`src/rtl/ifu_lockstep_cmp.sv`:
```
// Checker end of the redundant-core IFU path: delays the main-core packet by DELAY
// cycles, compares it with the lagging shadow packet and records miscompares.
module ifu_lockstep_cmp #(
   parameter int DELAY    = 2,
   parameter int ERRCNT_W = 8
) (
   input  logic                clk,
   input  logic                rst_n,
   input  logic                cmp_en,
   input  logic                clr_err,
   input  logic [79:0]         main_pkt,
   input  logic [79:0]         shd_pkt,
   output logic                mismatch,
   output logic                err_sticky,
   output logic [ERRCNT_W-1:0] err_cnt,
   output logic [31:0]         first_err_pc,
   output logic [79:0]         first_err_diff,
   output logic [1:0]          cmp_state
);

   typedef struct packed {
      logic [31:0] ir;
      logic [31:0] pc;
      logic        pc_vld;
      logic        misalgn;
      logic        buserr;
      logic [4:0]  rs1idx;
      logic [4:0]  rs2idx;
      logic        prdt_taken;
      logic        muldiv_b2b;
      logic        valid;
   } ifu_pkt_t;

   typedef enum logic [1:0] {
      ST_IDLE  = 2'd0,
      ST_FILL  = 2'd1,
      ST_CHECK = 2'd2
   } cmp_state_e;

   localparam logic [1:0]          FILL_LAST = 2'(DELAY - 1);
   localparam logic [ERRCNT_W-1:0] CNT_MAX   = '1;
   localparam logic [ERRCNT_W-1:0] CNT_ONE   = ERRCNT_W'(1);

   if (DELAY < 1 || DELAY > 4) begin : g_bad_delay
      $error("ifu_lockstep_cmp: DELAY must be in 1..4");
   end

   logic [79:0]         dline_q [DELAY];
   cmp_state_e          state_q;
   logic [1:0]          fill_cnt_q;
   logic                mismatch_q;
   logic                sticky_q;
   logic [ERRCNT_W-1:0] cnt_q;
   logic [31:0]         cap_pc_q;
   logic [79:0]         cap_diff_q;

   ifu_pkt_t dmain;
   ifu_pkt_t shd;
   ifu_pkt_t cmp_mask;
   logic [79:0] diff;
   logic        miscmp;

   // NOTE: the delay line is reset like any other register so a fresh run never
   // starts from X data; its width is small enough that this costs nothing.
   always_ff @(posedge clk or negedge rst_n) begin
      if (!rst_n) begin
         for (int i = 0; i < DELAY; i++) dline_q[i] <= '0;
      end else begin
         dline_q[0] <= main_pkt;
         for (int i = 1; i < DELAY; i++) dline_q[i] <= dline_q[i-1];
      end
   end

   // NOTE: every combinational output gets a default first so no latch is inferred.
   always_comb begin
      dmain           = ifu_pkt_t'(dline_q[DELAY-1]);
      shd             = ifu_pkt_t'(shd_pkt);
      cmp_mask        = '0;
      cmp_mask.pc     = '1;
      cmp_mask.pc_vld = 1'b1;
      cmp_mask.valid  = 1'b1;
      if (dmain.valid) cmp_mask = '1;
      diff   = (dmain ^ shd) & cmp_mask;
      miscmp = (state_q == ST_CHECK) && (|diff);
   end

   // Dropping cmp_en returns to IDLE from any state; a CHECK-cycle compare still counts.
   // NOTE: sequential state uses non-blocking assignments only, so every register
   // sees the pre-edge value of every other register.
   always_ff @(posedge clk or negedge rst_n) begin
      if (!rst_n) begin
         state_q    <= ST_IDLE;
         fill_cnt_q <= '0;
      end else begin
         case (state_q)
            ST_IDLE: begin
               if (cmp_en) begin
                  state_q    <= ST_FILL;
                  fill_cnt_q <= '0;
               end
            end
            ST_FILL: begin
               if (!cmp_en) begin
                  state_q <= ST_IDLE;
               end else begin
                  fill_cnt_q <= fill_cnt_q + 2'd1;
                  if (fill_cnt_q == FILL_LAST) state_q <= ST_CHECK;
               end
            end
            ST_CHECK: begin
               if (!cmp_en) state_q <= ST_IDLE;
            end
            default: state_q <= ST_IDLE;
         endcase
      end
   end

   // A miscompare wins over a simultaneous clear and restarts the record with itself.
   always_ff @(posedge clk or negedge rst_n) begin
      if (!rst_n) begin
         mismatch_q <= 1'b0;
         sticky_q   <= 1'b0;
         cnt_q      <= '0;
         cap_pc_q   <= '0;
         cap_diff_q <= '0;
      end else begin
         mismatch_q <= miscmp;
         if (miscmp) begin
            sticky_q <= 1'b1;
            if (clr_err)             cnt_q <= CNT_ONE;
            else if (cnt_q != CNT_MAX) cnt_q <= cnt_q + CNT_ONE;
            if (!sticky_q || clr_err) begin
               cap_pc_q   <= dmain.pc;
               cap_diff_q <= diff;
            end
         end else if (clr_err) begin
            sticky_q   <= 1'b0;
            cnt_q      <= '0;
            cap_pc_q   <= '0;
            cap_diff_q <= '0;
         end
      end
   end

   assign mismatch       = mismatch_q;
   assign err_sticky     = sticky_q;
   assign err_cnt        = cnt_q;
   assign first_err_pc   = cap_pc_q;
   assign first_err_diff = cap_diff_q;
   assign cmp_state      = state_q;

endmodule

```
`config.mk`:
```
export PLATFORM = sky130hd
export DESIGN_NAME = ifu_lockstep_cmp
export DESIGN_NICKNAME = d
export VERILOG_FILES = /design/src/rtl/ifu_lockstep_cmp.sv
export SDC_FILE = /design/constraint.sdc
export NUM_CORES = 1
export LEC_CHECK = 0
export ABC_AREA = 1
export BUFFER_PORTS_ARGS = -buffer_cell sky130_fd_sc_hd__buf_2
export CAP_MARGIN = 15
export CORE_ASPECT_RATIO = 1.2
export CORE_MARGIN = 1
export CORE_UTILIZATION = 56
export DETAILED_ROUTE_END_ITERATION = 10
export PLACE_DENSITY_LB_ADDON = 0.3
export SETUP_SLACK_MARGIN = 0.1
export SKIP_CTS_REPAIR_TIMING = 1
export SLEW_MARGIN = 5
export SYNTH_ARGS = -nofsm -noshare
export SYNTH_HDL_FRONTEND = slang
export SYNTH_SLANG_ARGS = --single-unit
```
`constraint.sdc`:
```
create_clock -name clk -period 3.5 [get_ports clk]
set_input_delay 0.7 -clock clk [delete_from_list [all_inputs] [get_ports clk]]
set_output_delay 0.7 -clock clk [all_outputs]
set_load 0.01 [all_outputs]
```
Yosys cells after proc, flatten, opt, wreduce, memory -nomap -nowiden

Cells that the tools add are included.

Reduce and logical (&&, ||, !) cells: 12
Bitwise logic cells: 2
Eq/ne operators: 9
Mux-type cells: 21
$add $sub $neg: 2

Operators by type and width:

| cell                | number |
|---|---|
| $mux 80             | 4 |
| $mux 32             | 3 |
| $and 80x80->80      | 1 |
| $reduce_or 80->1    | 1 |
| $xor 80x80->80      | 1 |
| $mux 8              | 4 |
| $mux 2              | 6 |
| $add 8x1->8 const B | 1 |
| $ne 8x8->1 const B  | 1 |
| $ne 2x2->1 const B  | 3 |
| $pmux 2 s3          | 1 |
| $reduce_and 3->1    | 2 |
| $reduce_bool 2->1   | 3 |
| $eq 2x1->1 const B  | 2 |
| $pmux 2 s2          | 1 |
| $reduce_and 2->1    | 2 |
| $ne 3x3->1 const B  | 1 |
| $add 2x1->2 const B | 1 |
| $eq 2x2->1 const B  | 1 |
| $logic_not 2->1     | 1 |
| $mux 1              | 2 |
| $ne 2x1->1 const B  | 1 |
| $logic_and 1x1->1   | 1 |
| $logic_not 1->1     | 1 |
| $logic_or 1x1->1    | 1 |

Output and inout bits: 124
Input port bits: 164
Logic and storage cells: 55
Bits in registers: 286

Logic depth before layout (Yosys ltp)

Gate-level depths: netlist of run 1.

Depth in word-level cells: 6
Mapped depth: 17
Depth with buffers taken out: 14

Worst setup path before layout of run 1

OpenSTA, ideal clock, no wires.

Kind: input-to-reg
From: in shd_pkt[69]
To: reg cap_pc_q[23], in the netlist first_err_pc[23]
Data required time: 3382 ps
Buffers on the path: 2
Setup time: 118 ps
Setup slack: 1367 ps
Stages: 13
Arrival time: 2015 ps
Path through: or2_2 > nand3_1 > nand3_1 > nor2_1 > nand2_1 > nor2_1 > nand2_2 > nand3_2 > inv_2 > buf_6 > buf_4 > nand2_1 > nand2_1

Word-level cells in the longest chain between the ends: 6
Elaborated cells on any way between the ends: 8
Those cells by class: eq/ne: 1; mux: 1; bitwise: 2; reduce/logical: 4

RTL lines:

| element                                                                 | line | source |
|---|---|---|
| start, declared                                                         | 12   | `input logic [79:0] shd_pkt,` |
| $xor 80x80->80 *                                                        | 83   | `diff = (dmain ^ shd) & cmp_mask;` |
| $and 80x80->80 *                                                        | 83   |  |
| $reduce_or 80->1 *                                                      | 84   | `miscmp = (state_q == ST_CHECK) && (\|diff);` |
| $logic_and 1x1->1 *                                                     | 84   |  |
| $ne 2x1->1 (no source line) / $reduce_bool 2->1 (equally long branches) | -    |  |
| $reduce_and 2->1 (no source line)                                       | -    |  |
| end signal, assigned                                                    | 133  | `cap_pc_q <= dmain.pc;` |
| end, declared                                                           | 54   | `logic [31:0] cap_pc_q;` |

Every way passes the cells marked *; elsewhere a longest branch is shown, timed or not.
A chain may end at the register's enable or synchronous reset.

Final worst setup path of run 1

From: reg dline_q (netlist bit dmain[0])
To: reg cap_diff_q[36], in the netlist first_err_diff[36]

Word-level cells in the longest chain between the ends: 6
Elaborated cells on any way between the ends: 9
Those cells by class: eq/ne: 1; mux: 2; bitwise: 2; reduce/logical: 4

RTL lines:

| element                                                                 | line   | source |
|---|---|---|
| start, declared                                                         | 48     | `logic [79:0] dline_q [DELAY];` |
| $xor 80x80->80 / $mux 80 (equally long branches)                        | 83, 82 |  |
| $and 80x80->80 *                                                        | 83     |  |
| $reduce_or 80->1 *                                                      | 84     |  |
| $logic_and 1x1->1 *                                                     | 84     |  |
| $ne 2x1->1 (no source line) / $reduce_bool 2->1 (equally long branches) | -      |  |
| $reduce_and 2->1 (no source line)                                       | -      |  |
| end signal, assigned                                                    | 134    | `cap_diff_q <= diff;` |
| end, declared                                                           | 55     | `logic [79:0] cap_diff_q;` |

Marks and branches as above.

==> out/metrics.csv, run 1 <==
metric;value;unit
I/O Pins;288;
DIE AREA;19970;sq um
initial antenna violation count;7;
Num CTS Buffers;28;
switching power of the nets;1908;uW
Residual DRC;0;
Distinct cells, synth;26;
Seq/Total Area, Yosys;65.87;%
Gate power share;11.0;%
CTS tree;yes;
DP HPWL;17610;um
Total Power;7740;uW
max-slew violation count;0;
Reg clk slew, reported paths;60;ps
Req. time, crit path;3910;ps
Final Hold Viols;0;
vias in the first global route;8424;
Worst Setup End Kind;flip-flop;
status;complete, no violations;
Final setup viols;0;
Synth Flop Type;dfrtp_1;
TritonRoute pass-1 iters;5;
Slew @ Worst Pin;865.3;ps
H-tree levels;1;
cell area after synthesis;10870;sq um
Worst setup SP type;flip-flop;
Setup WS pre-CTS;684.4;ps
Starting Density;57.41;%
Highest Clock Rate;366.4;MHz
Core ar.;18920;sq um
peak supply drop;450.5;uV
LEAKAGE;0.007929;uW
DR vias/cell;4.971;
setup ws final;770.6;ps
clock sink total;286;
number of flops mapped to enable cells by yosys;0;
per-instance average area after synthesis;9.138;sq um
pin count of the biggest net entering global routing;113;
Arrival @ worst endpoint;3140;ps
Std-Cell Rows;55;
asr flop ratio synth;100.0;%
worst path cell trace;buf_4 -> nand2_1 -> nor2_1 -> nor2_1 -> nand2_1 -> nor2_1 -> nand2_1 -> nor2_1 -> nand2_2 -> nand3_4 -> clkinv_2 -> buf_12 -> nand2_1 -> nand2_1;
Worst Clk Skew;11.85;ps
CP peak stage delay;590;ps
Clk network pwr share;41.7;%
Top Family by Delay on Critical Path;simple AND/OR/NAND/NOR gates;
Die Height;154.6;um
Crit Path Max Fanout;45;
kind of critical path;flip-flop to flip-flop;
synthesis-to-finish area growth;25.10;%
buffers and inverters on the worst path;3;
DR WL/cell;14.77;um
Port Buffers;287;
most used cell, CP;nand2_1;
worst min-delay path class;primary input to async pin;
die width;129.2;um
worst-case clock buffer depth;3;
DR iter-0 viols;421;
Syn Nets;1355;
sw frac;24.65;%
Post-Route WL;25920;um
root buffer cell;clkbuf_16;
first-pass GRT wire length;40850;um
synthesized instance count;1189;
layout cell share with drive strength beyond 1;23.44;%
gpl congestion;0.8298;
synthesized flop and latch total;286;
DR vias;8724;
crit share post-route;77.98;%
total track usage;26.41;%
Antenna Nets Post-Route;0;
Nets;1639;
maxcap violations;0;
slowest CP cell;dfrtp_2;
Seq pwr share;47.3;%
later-pin clock latency in the skew report;530;ps
cell-internal power;5832;uW
RSZ-0062 raised after global routing;no;
power per cell area;569.4;nW/um^2
Synth Warn #;0;
grt total ovfl;0;
Final min period;2729;ps
Rel. slew slack;42.32;%
setup TNS;0;ps
## kinds of logic after synthesis
family                     Yosys count  synth area share [%]
and+or+nand+nor                    741                 27.31
DFF                                286                 65.87
buffers and inverters              147                 5.608
AOI/OAI and AO/OA                    6                0.4030
xor gates and xnor gates             6                0.4836
adders and majority gates            2                0.2303
muxes                                1               0.09213
## power groups by stage
stage	clock [uW]	combinational [uW]	sequential (uW)
after floorplan	0	374	3760
after global placement	0	829	3710
after detailed placement	0	855	3720
after CTS	3280	860	3660
after global routing	3410	955	3690
final	3230	851	3660
## metal layers
layer  up-vias  track usage [%]  wire length [um]
met3        69            4.946              1685
met5         -                0                11
li1       4202                -                 -
met1      4124            32.70             10110
met4         2            11.43              1013
met2       327            45.11             13090
## Yosys cell counts (all sizes together), types with 2 or more instances
cell type | number | area, sq um
dfrtp | 286 | 7157
nor2 | 139 | 521.8
o2111ai | 2 | 17.52
nand3 | 129 | 650.6
nand2 | 467 | 1755
or2 | 3 | 18.77
ha | 2 | 25.02
xnor2 | 4 | 35.03
buf | 30 | 170.2
inv | 105 | 394.1
xor2 | 2 | 17.52
clkbuf | 12 | 45.04
## worst paths after layout
path                              start            endpoint  slack [ps]  depth (start not counted)
max in group asynchronous         rst_n           dmain[50]        2490                          2
hold reg to reg            dline_q[133]           dmain[53]         340                          0
setup reg to reg               dmain[0]  first_err_diff[36]         770                         14
setup / recovery               dmain[0]  first_err_diff[36]         770                         14
hold / removal                    rst_n           dmain[74]         160                          1
min in group clk            main_pkt[0]         dline_q[80]         270                          1
## area by class of cell
class,count,area (sq um)
Antenna cell,6,15.01
Clock buffer,38,809.5
Clock inverter,12,196.4
Fill cell,1396,5331
Inverter,105,397.9
Multi-Input combinational cell,756,3107
Sequential cell,286,7158
Tap cell,256,320.3
Timing Repair Buffer,296,1589
## registers in the layout, indices dropped and copies added (netlist names)
register        flops
dline_q            80
first_err_pc       32
dmain              80
err_sticky          1
fill_cnt_q          2
mismatch            1
err_cnt             8
first_err_diff     80
cmp_state           2
## through the flow
stage	std cells	hold WS [ps]	utilization, %	cell area, sq um
2_1_floorplan	1189	331.2	-	10870
3_3_place_gp	1699	331.2	66.43	12570
3_5_place_dp	1699	334.7	66.43	12570
4_1_cts	1749	179.6	71.75	13580
5_1_grt	1755	217.9	71.83	13590
6_report	1755	159.2	71.83	13590
## placed cells by master, fill, tap and decap left out, drive strengths merged, types with 2 or more instances in the layout
master      n
buf       296
bufinv      5
clkbuf     38
clkinv      5
clkinvlp    2
dfrtp     286
diode       6
ha          2
inv       105
nand2     467
nand3     129
nor2      139
o2111ai     2
or2         3
xnor2       4
xor2        2
(Power assumes the default switching activity.)
==> run 2: changes to the inputs <==
Settings changed: ABC_AREA 1 to 0, CORE_UTILIZATION 56 to 51.
Clock period 3.5 ns to 2.7 ns, I/O delays scaled along.
==> run 2 against run 1 <==
Effect of this change: synthesized cell count is 49% lower; sequential power up 31%; flip-flop and latch count unchanged; routed wire length fell by 8.6%; critical path depth is 5 lower; hold slack worse by 45 ps; final area is 4.7% lower; via count decreased by 28%; total power up 31%; sequential share of layout area grew 2.6 points; core utilization shrank 1.3 points; clock power increased by 27%.
==> out/metrics.csv, run 2 <==
metric;value;unit;change
status;complete, no violations;;unchanged
RSZ-0062 raised after global routing;yes;;was no
largest area contributor in the netlist;dfrtp_1;;unchanged
Starting Density;52.55;%;was 57.41%
peak supply drop;626.7;uV;was 450.5 uV
slowest CP cell;or3_4;;was dfrtp_2
I/O Pins;288;;unchanged
grt total ovfl;0;;unchanged
pin count of the biggest net entering global routing;67;;was 113
Rel. slew slack;65.09;%;was 42.32%
Reg clk slew, reported paths;60;ps;about the same
Final setup viols;0;;unchanged
worst-case clock buffer depth;3;;unchanged
Final Core Density;70.48;%;was 71.83%
layout cell share with drive strength beyond 1;41.20;%;was 23.44%
Seq/Total Area, Yosys;74.10;%;was 65.87%
Worst Setup End Kind;flip-flop;;unchanged
worst path cell trace;xor2_1 -> nor4_2 -> buf_4 -> nand4_1 -> or3_4 -> a221oi_4 -> buf_6 -> clkbuf_16 -> a22o_1;;was buf_4 -> nand2_1 -> nor2_1 -> nor2_1 -> nand2_1 -> nor2_1 -> nand2_1 -> nor2_1 -> nand2_2 -> nand3_4 -> clkinv_2 -> buf_12 -> nand2_1 -> nand2_1
Num CTS Buffers;28;;unchanged
per-instance average area after synthesis;15.96;sq um;was 9.138 sq um
number of flops mapped to enable cells by yosys;0;;unchanged
Port Buffers;287;;unchanged
Worst setup SP type;flip-flop;;unchanged
Synth Flop Type;dfrtp_1;;unchanged
asr flop ratio synth;100.0;%;unchanged
LEAKAGE;0.006667;uW;was 0.007929 uW
most common cell in the netlist;dfrtp_1;;was nand2_1
die width;127.6;um;was 129.2 um
Slew @ Worst Pin;523.6;ps;was 865.3 ps
Synth area leaders;dfrtp_1 (74%), a22o_1 (10%), xor2_1 (7.3%), nor4_1 (1.1%), buf_6 (0.93%);;was dfrtp_1 (66%), nand2_1 (16%), nand3_1 (5.9%), nor2_1 (4.8%), inv_1 (3.6%)
Req. time, crit path;3160;ps;was 3910 ps
CTS tree;yes;;unchanged
vias in the first global route;6795;;was 8424
Final Non-Filler Cells;1220;;was 1755
area share of the largest cell type after synthesis;74.10;%;was 65.87%
DP HPWL;16480;um;was 17610 um
Residual DRC;0;;unchanged
Die Height;152.7;um;was 154.6 um
Total Power;10160;uW;was 7740 uW
Crit Path Max Fanout;5;;was 45
DR iter-0 viols;260;;was 421
synthesized instance count;605;;was 1189
setup TNS;0;ps;unchanged
maxcap violations;0;;unchanged
commonest cells in the netlist;dfrtp_1 (286), a22o_1 (112), xor2_1 (80);;was nand2_1 (466), dfrtp_1 (286), nor2_1 (139)
Antenna Nets Post-Route;0;;unchanged
area of the multi-input gates;2399;sq um;was 3107 sq um
synthesized flop and latch total;286;;unchanged
power per cell area;784.7;nW/um^2;was 569.4 nW/um^2
DIE AREA;19490;sq um;was 19970 sq um
first-pass GRT wire length;35910;um;was 40850 um
synthesis-to-finish area growth;34.11;%;was 25.10%
gpl congestion;0.8259;;was 0.8298
total track usage;23.98;%;was 26.41%
cell area after synthesis;9658;sq um;was 10870 sq um
Nets;1112;;was 1639
CP peak stage delay;450;ps;was 590 ps
root buffer cell;clkbuf_16;;unchanged
H-tree levels;1;;unchanged
DR vias;6303;;was 8724
Syn Nets;771;;was 1355
Post-Route WL;23690;um;was 25920 um
Sequential cell area;7157;sq um;was 7158 sq um
Std-Cell Rows;54;;was 55
Arrival @ worst endpoint;3040;ps;was 3140 ps
DR WL/cell;19.42;um;was 14.77 um
max-slew violation count;0;;unchanged
Placed Cells incl. Taps;1159;;was 1699
clock sink total;286;;unchanged
Synth Warn #;0;;unchanged
Distinct cells, synth;41;;was 26
Final min period;2575;ps;was 2729 ps
Core ar.;18380;sq um;was 18920 sq um
kind of critical path;flip-flop to flip-flop;;unchanged
worst min-delay path class;primary input to flip-flop;;was primary input to async pin
DR vias/cell;5.166;;was 4.971
crit share post-route;95.37;%;was 77.98%
highest-count cells in the layout ignoring fill and taps;dfrtp_1 (286), buf_2 (286), a22o_1 (112);;was nand2_1 (466), buf_2 (286), dfrtp_1 (285)
Final Hold Viols;0;;unchanged
Worst Clk Skew;7.713;ps;was 11.85 ps
Highest Clock Rate;388.4;MHz;was 366.4 MHz
Fill cells;1264;;was 1396
initial antenna violation count;3;;was 7
TritonRoute pass-1 iters;4;;was 5
later-pin clock latency in the skew report;530;ps;about the same
-- run 2: logic make-up (layout without fill, tap and decap cells) --
family                     after synthesis  count (layout)  share of synthesized area (%)
DFF                                    286             286                          74.10
adders and majority gates                2               2                         0.2591
AOI/OAI and AO/OA                      135             135                          11.96
muxes                                    4               4                         0.4534
other                                    0               2                              0
xor gates and xnor gates                80              80                          7.255
buffers and inverters                   27             388                          1.801
and+or+nand+nor                         71              71                          4.172
-- run 2: worst max-delay path, delay by kind of cell, from the launching register on --
kind                   cells  cell delay, ps
AND/OR/NAND/NOR            3             890
XOR/XNOR                   1             160
buffers and inverters      3             540
AO/OA/AOI/OAI              2             550
flip-flops                 1             370
-- run 2: layout make-up --
class	count	share of cell area [%]
Clock inverter	11	1.294
Timing Repair Buffer	336	15.97
Multi-Input combinational cell	292	18.52
Tap cell	252	2.434
Inverter	2	0.05796
Clock buffer	39	6.434
Antenna cell	2	0.03864
Sequential cell	286	55.26
-- run 2: path summary, 6_finish.rpt --
check,start,end,slack (ps),cells past startpoint
min in group asynchronous,rst_n,first_err_pc[21],550,2
max in group asynchronous,rst_n,dmain[8],1390,3
hold / removal,main_pkt[27],dline_q[107],110,1
setup reg to reg,dmain[50],first_err_diff[40],130,9
hold reg to reg,dline_q[89],dmain[9],350,0
setup / recovery,dmain[50],first_err_diff[40],130,9
-- run 2: layer usage --
metal	routed length (um)	vias to the layer above	track usage, %
li1	-	2849	-
met1	8855	3134	28.46
met2	12110	264	41.69
met3	2073	54	7.022
met4	639	2	7.899
met5	13	-	0
-- run 2: through the flow --
step                      instance area, sq um  worst slack, ps  hold slack [ps]
after floorplan                           9658            164.4            244.4
after global routing                     12950           -12.64            90.58
final                                    12950            125.1            113.9
after detailed placement                 11730           -414.7            334.7
after global placement                   11730           -338.6            331.1
after CTS                                12730           -153.6           -42.73
-- run 2: where the power goes --
part           internal, uW  switching [uW]  leakage, uW  total (uW)
clock network          2530            1580     0.000476        4110
registers              4610             189      0.00360        4800
logic                   582             669      0.00259        1250
total                  7720            2440      0.00667       10200
